File: src/rtl/uart_rx_fifo_pkg.sv
// uart_rx_fifo_pkg: register offsets, status/data bit positions and default sizing for the RX buffer.
package uart_rx_fifo_pkg;
    localparam int   DEPTH          = 16;
    localparam int   PTR_W          = 4;
    localparam logic UART_RX_DATA   = 1'b0;
    localparam logic UART_RX_STATUS = 1'b1;
    localparam int   ST_VALID       = 0;
    localparam int   ST_FULL        = 1;
    localparam int   ST_OVF         = 2;
    localparam int   ST_COUNT_LSB   = 8;
    localparam int   DATA_VALID     = 8;
endpackage

File: src/rtl/uart_rx_fifo_sync_fifo.sv
// sync_fifo: single-clock circular byte FIFO; a push at full is accepted only alongside a pop.
module sync_fifo #(
    parameter int DEPTH = 16,
    parameter int PTR_W = 4
) (
    input  logic             clk,
    input  logic             rst_n,
    input  logic             push,
    input  logic             pop,
    input  logic [7:0]       din,
    output logic [7:0]       dout,
    output logic [PTR_W:0]   count,
    output logic             full,
    output logic             empty
);
    logic [7:0]       r_mem [DEPTH];
    logic [PTR_W-1:0] r_wr_ptr;
    logic [PTR_W-1:0] r_rd_ptr;
    logic [PTR_W:0]   r_count;
    logic             w_push;
    logic             w_pop;

    assign full   = r_count == (PTR_W+1)'(DEPTH);
    assign empty  = r_count == '0;
    assign w_pop  = pop && !empty;
    assign w_push = push && (!full || w_pop);
    assign dout   = r_mem[r_rd_ptr];
    assign count  = r_count;

    always_ff @(posedge clk) begin
        if (w_push) r_mem[r_wr_ptr] <= din;
    end

    always_ff @(posedge clk or negedge rst_n) begin
        if (!rst_n) begin
            r_wr_ptr <= '0;
            r_rd_ptr <= '0;
            r_count  <= '0;
        end else begin
            if (w_push) r_wr_ptr <= r_wr_ptr + PTR_W'(1);
            if (w_pop) r_rd_ptr <= r_rd_ptr + PTR_W'(1);
            r_count <= r_count + (PTR_W+1)'(w_push) - (PTR_W+1)'(w_pop);
        end
    end
endmodule

File: src/rtl/uart_rx_fifo.sv
// uart_rx_fifo: buffers received UART bytes and exposes them as CPU-readable DATA/STATUS registers
// with a sticky overflow flag and a level interrupt while data is pending.
module uart_rx_fifo
    import uart_rx_fifo_pkg::*;
#(
    parameter int DEPTH = uart_rx_fifo_pkg::DEPTH,
    parameter int PTR_W = uart_rx_fifo_pkg::PTR_W
) (
    input  logic        clk,
    input  logic        rst_n,
    input  logic        uart_re,
    input  logic [7:0]  rd_data,
    input  logic        cpu_rd,
    input  logic        cpu_addr,
    output logic [31:0] cpu_rdata,
    output logic        rx_irq
);
    logic [7:0]     w_dout;
    logic [PTR_W:0] w_count;
    logic           w_full;
    logic           w_empty;
    logic           w_rd_data;
    logic           w_rd_status;
    logic           w_drop;
    logic [31:0]    w_status;
    logic [31:0]    w_data;
    logic           r_ovf;
    logic           r_irq;
    logic [31:0]    r_rdata;

    sync_fifo #(.DEPTH(DEPTH), .PTR_W(PTR_W)) u_fifo (
        .clk   (clk),
        .rst_n (rst_n),
        .push  (uart_re),
        .pop   (w_rd_data),
        .din   (rd_data),
        .dout  (w_dout),
        .count (w_count),
        .full  (w_full),
        .empty (w_empty)
    );

    assign w_rd_data   = cpu_rd && cpu_addr == UART_RX_DATA;
    assign w_rd_status = cpu_rd && cpu_addr == UART_RX_STATUS;
    // A DATA read frees a slot, so a byte arriving at full in the same cycle is kept.
    assign w_drop      = uart_re && w_full && !w_rd_data;
    assign w_status    = (32'(w_count) << ST_COUNT_LSB) | (32'(r_ovf) << ST_OVF)
                       | (32'(w_full) << ST_FULL) | (32'(!w_empty) << ST_VALID);
    assign w_data      = w_empty ? 32'h0 : (32'h1 << DATA_VALID) | 32'(w_dout);
    assign cpu_rdata   = r_rdata;
    assign rx_irq      = r_irq;

    always_ff @(posedge clk or negedge rst_n) begin
        if (!rst_n) begin
            r_ovf   <= 1'b0;
            r_irq   <= 1'b0;
            r_rdata <= 32'h0;
        end else begin
            r_irq <= w_count != '0;
            if (w_drop) r_ovf <= 1'b1;
            else if (w_rd_status) r_ovf <= 1'b0;
            if (cpu_rd) r_rdata <= w_rd_status ? w_status : w_data;
        end
    end
endmodule

File: config.mk
export PLATFORM = sky130hd
export DESIGN_NAME = uart_rx_fifo
export DESIGN_NICKNAME = d
export VERILOG_FILES = /design/src/rtl/uart_rx_fifo_pkg.sv /design/src/rtl/uart_rx_fifo_sync_fifo.sv /design/src/rtl/uart_rx_fifo.sv
export SDC_FILE = /design/constraint.sdc
export NUM_CORES = 1
export LEC_CHECK = 0
export ABC_CLOCK_PERIOD_IN_PS = 4200
export CAP_MARGIN = 20
export CORE_MARGIN = 2
export CORE_UTILIZATION = 60
export DETAILED_ROUTE_END_ITERATION = 16
export PLACE_DENSITY = 0.81
export SLEW_MARGIN = 5
export SYNTH_ARGS = -nofsm -noshare
export SYNTH_HDL_FRONTEND = slang
export SYNTH_SLANG_ARGS = --single-unit
export TNS_END_PERCENT = 5
File: constraint.sdc
create_clock -name clk -period 4.2 [get_ports clk]
set_input_delay 0.42 -clock clk [delete_from_list [all_inputs] [get_ports clk]]
set_output_delay 0.42 -clock clk [all_outputs]
set_load 0.05 [all_outputs]
## Word-level counts from Yosys, hierarchy flattened

Memory sizes are Yosys's and may differ from the RTL's.
Cells that the tools add are included.

| storage, ports and cells | value |
|---|---|
| memories kept | 1 |
| bits in writable memories | 128 |
| register bits | 47 |
| output and inout port bits | 33 |

| operators by class | value |
|---|---|
| reductions and logical operators | 13 |
| $add $sub $neg | 4 |
| bitwise gates (word level) | 4 |
| eq/ne operators | 1 |
| multiplexer cells | 6 |

Memory list:

| memory | depth | bits a word | rd ports | clocked after memory_dff | write ports | RTL line | text |
|---|---|---|---|---|---|---|---|
| u_fifo.r_mem | 16 | 8 | 1 | 0 | 1 | uart_rx_fifo_sync_fifo.sv:16 | `logic [7:0] r_mem [DEPTH];` |

Operator list:

| kind | count |
|---|---|
| two-way mux 13 bit | 1 |
| bitwise OR 13 x 1 -> 13 bit | 1 |
| bitwise OR 13 x 2 -> 13 bit | 1 |
| bitwise OR 13 x 3 -> 13 bit | 1 |
| two-way mux 9 bit | 1 |
| adder 4 x 1 -> 4 bit, second input constant | 2 |
| logical AND 1 bit | 6 |
| adder 5 x 1 -> 5 bit | 1 |
| == test 5 bit, second input constant | 1 |
| zero test 5 bit | 1 |
| nonzero test 5 bit | 1 |
| subtractor 5 x 1 -> 5 bit | 1 |
| two-way mux 1 bit | 4 |
| zero test 1 bit | 3 |
| nonzero test 2 bit | 1 |
| logical OR 1 bit | 1 |
| inverter 1 bit | 1 |

## Logic depth before layout (Yosys ltp)

| logic depth | value |
|---|---|
| depth in word-level cells | 7 |
| depth in mapped cells | 13 |

## Cells and area by module

From an unflattened synthesis, not the netlist that was laid out.

| second synthesis, totals | value |
|---|---|
| cells, all modules | 409 |
| area, all modules | 6,638.9 um2 |

By module, submodules not included:

| module | instances | area an instance (um2) | sequential area each (um2) | cells an instance |
|---|---|---|---|---|
| sync_fifo | 1 | 5,821.8 | 4,169.0 | 319 |
| uart_rx_fifo | 1 | 817.0 | 375.4 | 90 |

## Worst setup path after synthesis

OpenSTA, ideal clock, no wires.

| timing | value |
|---|---|
| path type | flip-flop to flip-flop |
| start | reg u_fifo.r_count[3], in the netlist u_fifo.count[3] |
| end | reg u_fifo.r_count[4], in the netlist u_fifo.count[4] |
| stages on the path, launching flop included | 14 |
| period minus slack after synthesis | 2.696 ns |
| path buffers | 1 |
| path slack | 1.504 ns |
| data required time | 4.077 ns |
| arrival time | 2.573 ns |
| cells stage by stage | dfrtp_1 > inv_1 > ha_1 > nor4b_1 > nor2_1 > buf_6 > ha_1 > inv_1 > ha_1 > fa_1 > a21oi_1 > nor2_1 > nor2_1 > xnor2_1 |

| on the way | value |
|---|---|
| word-level cells in the longest chain between the ends | 7 |
| elaborated cells between the ends (all ways) | 9 |
| classes of those cells | add/sub (2); eq/ne (1); reduce/logical (6) |

Ends and longest elaborated chain:

| what | RTL line | text |
|---|---|---|
| start: declaration | uart_rx_fifo_sync_fifo.sv:19 | `logic [PTR_W:0] r_count;` |
| start signal: assignment | uart_rx_fifo_sync_fifo.sv:42 | `r_count <= r_count + (PTR_W+1)'(w_push) - (PTR_W+1)'(w_pop);` |
| zero test 5 bit * | uart_rx_fifo_sync_fifo.sv:24 | `assign empty = r_count == '0;` |
| zero test 1 bit * | uart_rx_fifo_sync_fifo.sv:25 | `assign w_pop = pop && !empty;` |
| logical AND 1 bit * | uart_rx_fifo_sync_fifo.sv:25 |  |
| net u_fifo.w_pop | uart_rx_fifo_sync_fifo.sv:21 | `logic w_pop;` |
| logical OR 1 bit | uart_rx_fifo_sync_fifo.sv:26 | `assign w_push = push && (!full \|\| w_pop);` |
| logical AND 1 bit | uart_rx_fifo_sync_fifo.sv:26 |  |
| adder 5 x 1 -> 5 bit | uart_rx_fifo_sync_fifo.sv:42 |  |
| subtractor 5 x 1 -> 5 bit * | uart_rx_fifo_sync_fifo.sv:42 |  |

The timed path passes the listed nets; every way through them passes the cells marked *.
A chain may end at the register's enable or synchronous reset.

## Final worst setup path

| timing | value |
|---|---|
| start | reg u_fifo.r_count[2], in the netlist u_fifo.count[2] |
| end | reg u_fifo.r_count[4], in the netlist u_fifo.count[4] |

| on the way | value |
|---|---|
| word-level cells in the longest chain between the ends | 7 |
| elaborated cells between the ends (all ways) | 9 |
| classes of those cells | add/sub (2); eq/ne (1); reduce/logical (6) |

Ends and longest elaborated chain:

| what | RTL line |
|---|---|
| zero test 5 bit | uart_rx_fifo_sync_fifo.sv:24 |
| zero test 1 bit | uart_rx_fifo_sync_fifo.sv:25 |
| logical AND 1 bit | uart_rx_fifo_sync_fifo.sv:25 |
| logical OR 1 bit | uart_rx_fifo_sync_fifo.sv:26 |
| logical AND 1 bit | uart_rx_fifo_sync_fifo.sv:26 |
| adder 5 x 1 -> 5 bit | uart_rx_fifo_sync_fifo.sv:42 |
| subtractor 5 x 1 -> 5 bit * | uart_rx_fifo_sync_fifo.sv:42 |

Mark *: on every way between the ends. The rest lies on a longest branch, timed or not.

==> flow_summary.json <==
{
  "report.final.slew_viol_count": 0,
  "grt_pass1_vias": 3152,
  "post_synth.cell_area_avg_um2": 18.9,
  "place_ws_ns": 1.20,
  "peakVddDrop_uv": 403,
  "synth-warning-count": 0,
  "critical-path-max-stage-delay_ns": 0.51,
  "tritoncts_num_sinks": 156,
  "port_buffers": 26,
  "synth_enable_flop_cells": 128,
  "overflow": 0,
  "timing.critical_path.arrival_ns": 3.44,
  "drive_gt1_share_pct": 16.7,
  "hold_violations": 0,
  "final_antenna_net_count": 0,
  "die_height_um": 107,
  "hold_path_class": "primary input to async pin",
  "path_max_fanout": 12,
  "drc_errors": 0,
  "leading_register_cell_type_out_of_synthesis": "edfxtp_1",
  "synth_largest_type_area_fraction_pct": 59.9,
  "placeableCoreArea_um2": 10400,
  "clockRootBuffer": "clkbuf_8",
  "initialDrtViolationCount": 235,
  "cp_num_buf_inv": 3,
  "p_per_area_nw_per_um2": 713,
  "rsz_0062_raised_after_global_routing": "false",
  "gr-usage-all-layers_pct": 22.7,
  "fin_nets": 407,
  "finalWeightedCongestion": 0.818,
  "initial_utilization_pct": 61.9,
  "cap_viol_max_count": 0,
  "antenna_found_initial": 0,
  "top_layer_used": "met4",
  "timing.final.ws_setup_ns": 1.21,
  "route.met2.wl_mm": 5.94,
  "routed_wirelength_mm": 12.0,
  "design.die.area_um2": 11500,
  "finalCoreUtilization_pct": 71.4,
  "number_of_vias_after_detailed_routing": 3179,
  "wirelength_met1_mm": 5.13,
  "synth.ff_latch_count": 156,
  "timing.critical_path.cells": "inv_1 > ha_1 > nor4b_1 > nor2_1 > buf_4 > ha_1 > inv_1 > ha_1 > fa_1 > a21oi_1 > nor2_1 > nor2_1 > xnor2_1",
  "detailed_place_hpwl_mm": 7.77,
  "cp_top_family": "adder cells",
  "worst_slew_margin_rel_pct": 43.8,
  "synth_area_leader_cell": "edfxtp_1",
  "worst_skew_pair_latency_ns": 0.53,
  "result_of_the_run": "finished clean",
  "grt_max_degree": 36,
  "netlist-cell-type-count": 36,
  "cts.path.max_buffers": 2,
  "ys_top_cells_by_area": "edfxtp_1, dfrtp_1, mux4_2, mux4_1, buf_4",
  "n_fill_cell": 620,
  "vias_per_cell": 5.99,
  "critical_path.startpoint_type": "register",
  "grt_first_pass_wirelength_mm": 18.3,
  "top_level_ports": 46,
  "fin_crit_ns": 2.99,
  "cts-htree-levels": 4,
  "p_leak_nw": 2.66,
  "syn-instance-count": 339,
  "netlist_area_um2": 6420,
  "totalNegativeSetupSlack_ns": 0,
  "crit_path_start": "u_fifo.count[2]",
  "tritoncts": "yes",
  "detailroute.wirelength.met3_um": 685,
  "antenna-diode-count": 0,
  "syn_to_final_growth_pct": 15.4,
  "rr_startpoint": "u_fifo.count[2]",
  "fp-row-count": 37,
  "period_share_pct": 71.2,
  "synth_seq_area_share_pct": 70.8,
  "clock_skew_ns": 0.00746,
  "post_cts.resized_instances": 0,
  "dieWidth_um": 107,
  "worst-setup-path-type": "register to register",
  "numCtsBuffers": 17,
  "clk_pin_slew_ns": 0.06,
  "cts_setup_buffers": 0,
  "cp_slowest_cell": "nor4b_1",
  "drt-wirelength-per-cell_um": 22.5,
  "finalSetupViolations": 0,
  "cts_hold_buf": 0,
  "worst_pin_slew_ns": 0.840,
  "critical_path_required_ns": 4.65,
  "number_of_optimization_iterations_in_the_first_detailed_route_pass": 4,
  "worstSetupEndpointType": "register",
  "max_freq_mhz": 335,
  "async_reset_ff_share_pct": 17.9
}
## where the power goes
part / total, W / switching [W] / leakage (nW) / internal [W]
Combinational: 0.00154 / 0.000815 / 0.864 / 0.000728
Sequential: 0.00217 / 0.000240 / 1.50 / 0.00193
Clock: 0.00157 / 0.000554 / 0.296 / 0.00101
## cell usage after synthesis (all sizes together) (4+ instances only)
cell type  count
a22o           5
ha            11
nand3          7
inv           13
nor3           4
xnor2          7
nand2         11
o21ai          5
mux4          38
dfrtp         28
edfxtp       128
nor2          20
buf           30
## layout by cell type, fill, tap and decap left out, types with 3 or more instances in the layout
cell type        Yosys  layout
clkbuf_16            0      16
o21ai_0              5       5
xnor2_1              7       7
buf_4               20      11
mux4_2              23      23
dfrtp_1             28      27
xor2_1               3       3
nor3_1               4       4
conb_1               1      19
ha_1                11      11
a22oi_1              3       3
clkbuf_8             0       4
edfxtp_1           128     128
nand3_1              7       7
nand2b_1             3       3
inv_1               13      13
mux4_1              15      15
clkbuf_1             3       5
clkdlybuf4s50_1      0      26
bufinv_16            0       4
a22o_1               5       5
nand2_1             11      11
nor2_1              20      20
## area by class of cell
cell class	instances	area, um^2	area share (%)
flip-flops and latches	156	4550	61.4
multi-input cells	155	1650	22.3
clock buffers	25	474	6.40
repair buffers	39	378	5.10
well taps	136	170	2.30
clock inverters	7	138	1.86
inverters	13	48.8	0.659
## layer usage
layer / global-route usage [%] / vias to the layer above
met5: 0 / -
met4: 8.52 / 0
met3: 5.87 / 18
met2: 35.9 / 118
met1: 31.1 / 1662
li1: - / 1381
## worst reg2reg max path, delay by kind of cell (launching register included)
kind / cells / cell delay [ns]
compound gates: 1 / 0.17
xor+xnor: 1 / 0.12
fa+ha+maj: 4 / 1.08
buf+inv: 3 / 0.36
flops: 1 / 0.38
simple gates: 4 / 0.79
## flip-flops by register name (all words and copies together) (netlist names)
register and count:
cpu_rdata 13, r_ovf 1, rx_irq 1, u_fifo.count 5
u_fifo.r_mem 128, u_fifo.r_rd_ptr 4, u_fifo.r_wr_ptr 4
## cells by family (layout without fill, tap and decap cells)
logic type                 count (synthesis)  count (layout)  synth area share (%)
AOI/OAI and AO/OA                         21              21                  2.38
xor gates and xnor gates                  10              10                  1.36
adders and majority gates                 12              12                  2.46
buffers and inverters                     46              84                  4.52
DFF                                      156             156                  70.8
muxes                                     40              40                  14.6
other                                      1              19                0.0584
and+or+nand+nor                           53              53                  3.84
## through the flow
step / std cells / cell area, um^2 / total power [W] / hold WS (ns)
3_3_place_gp: 497 / 6760 / 0.00366 / 0.497
2_1_floorplan: 357 / 6480 / 0.00328 / 0.124
5_1_grt: 531 / 7400 / 0.00550 / 0.311
4_1_cts: 530 / 7380 / 0.00528 / 0.279
6_report: 531 / 7400 / 0.00528 / 0.269
3_5_place_dp: 498 / 6770 / 0.00372 / 0.496
## worst paths after layout
kind	to	cells after the start	slack [ns]
max	u_fifo.count[4]	13	1.21
min	u_fifo.r_rd_ptr[2]	2	0.27
max reg2reg	u_fifo.count[4]	13	1.21
min reg2reg	cpu_rdata[8]	1	0.50
max in group asynchronous	u_fifo.r_rd_ptr[0]	2	3.64
min in group clk	cpu_rdata[8]	1	0.50
Power figures use the tool's default switching activity.
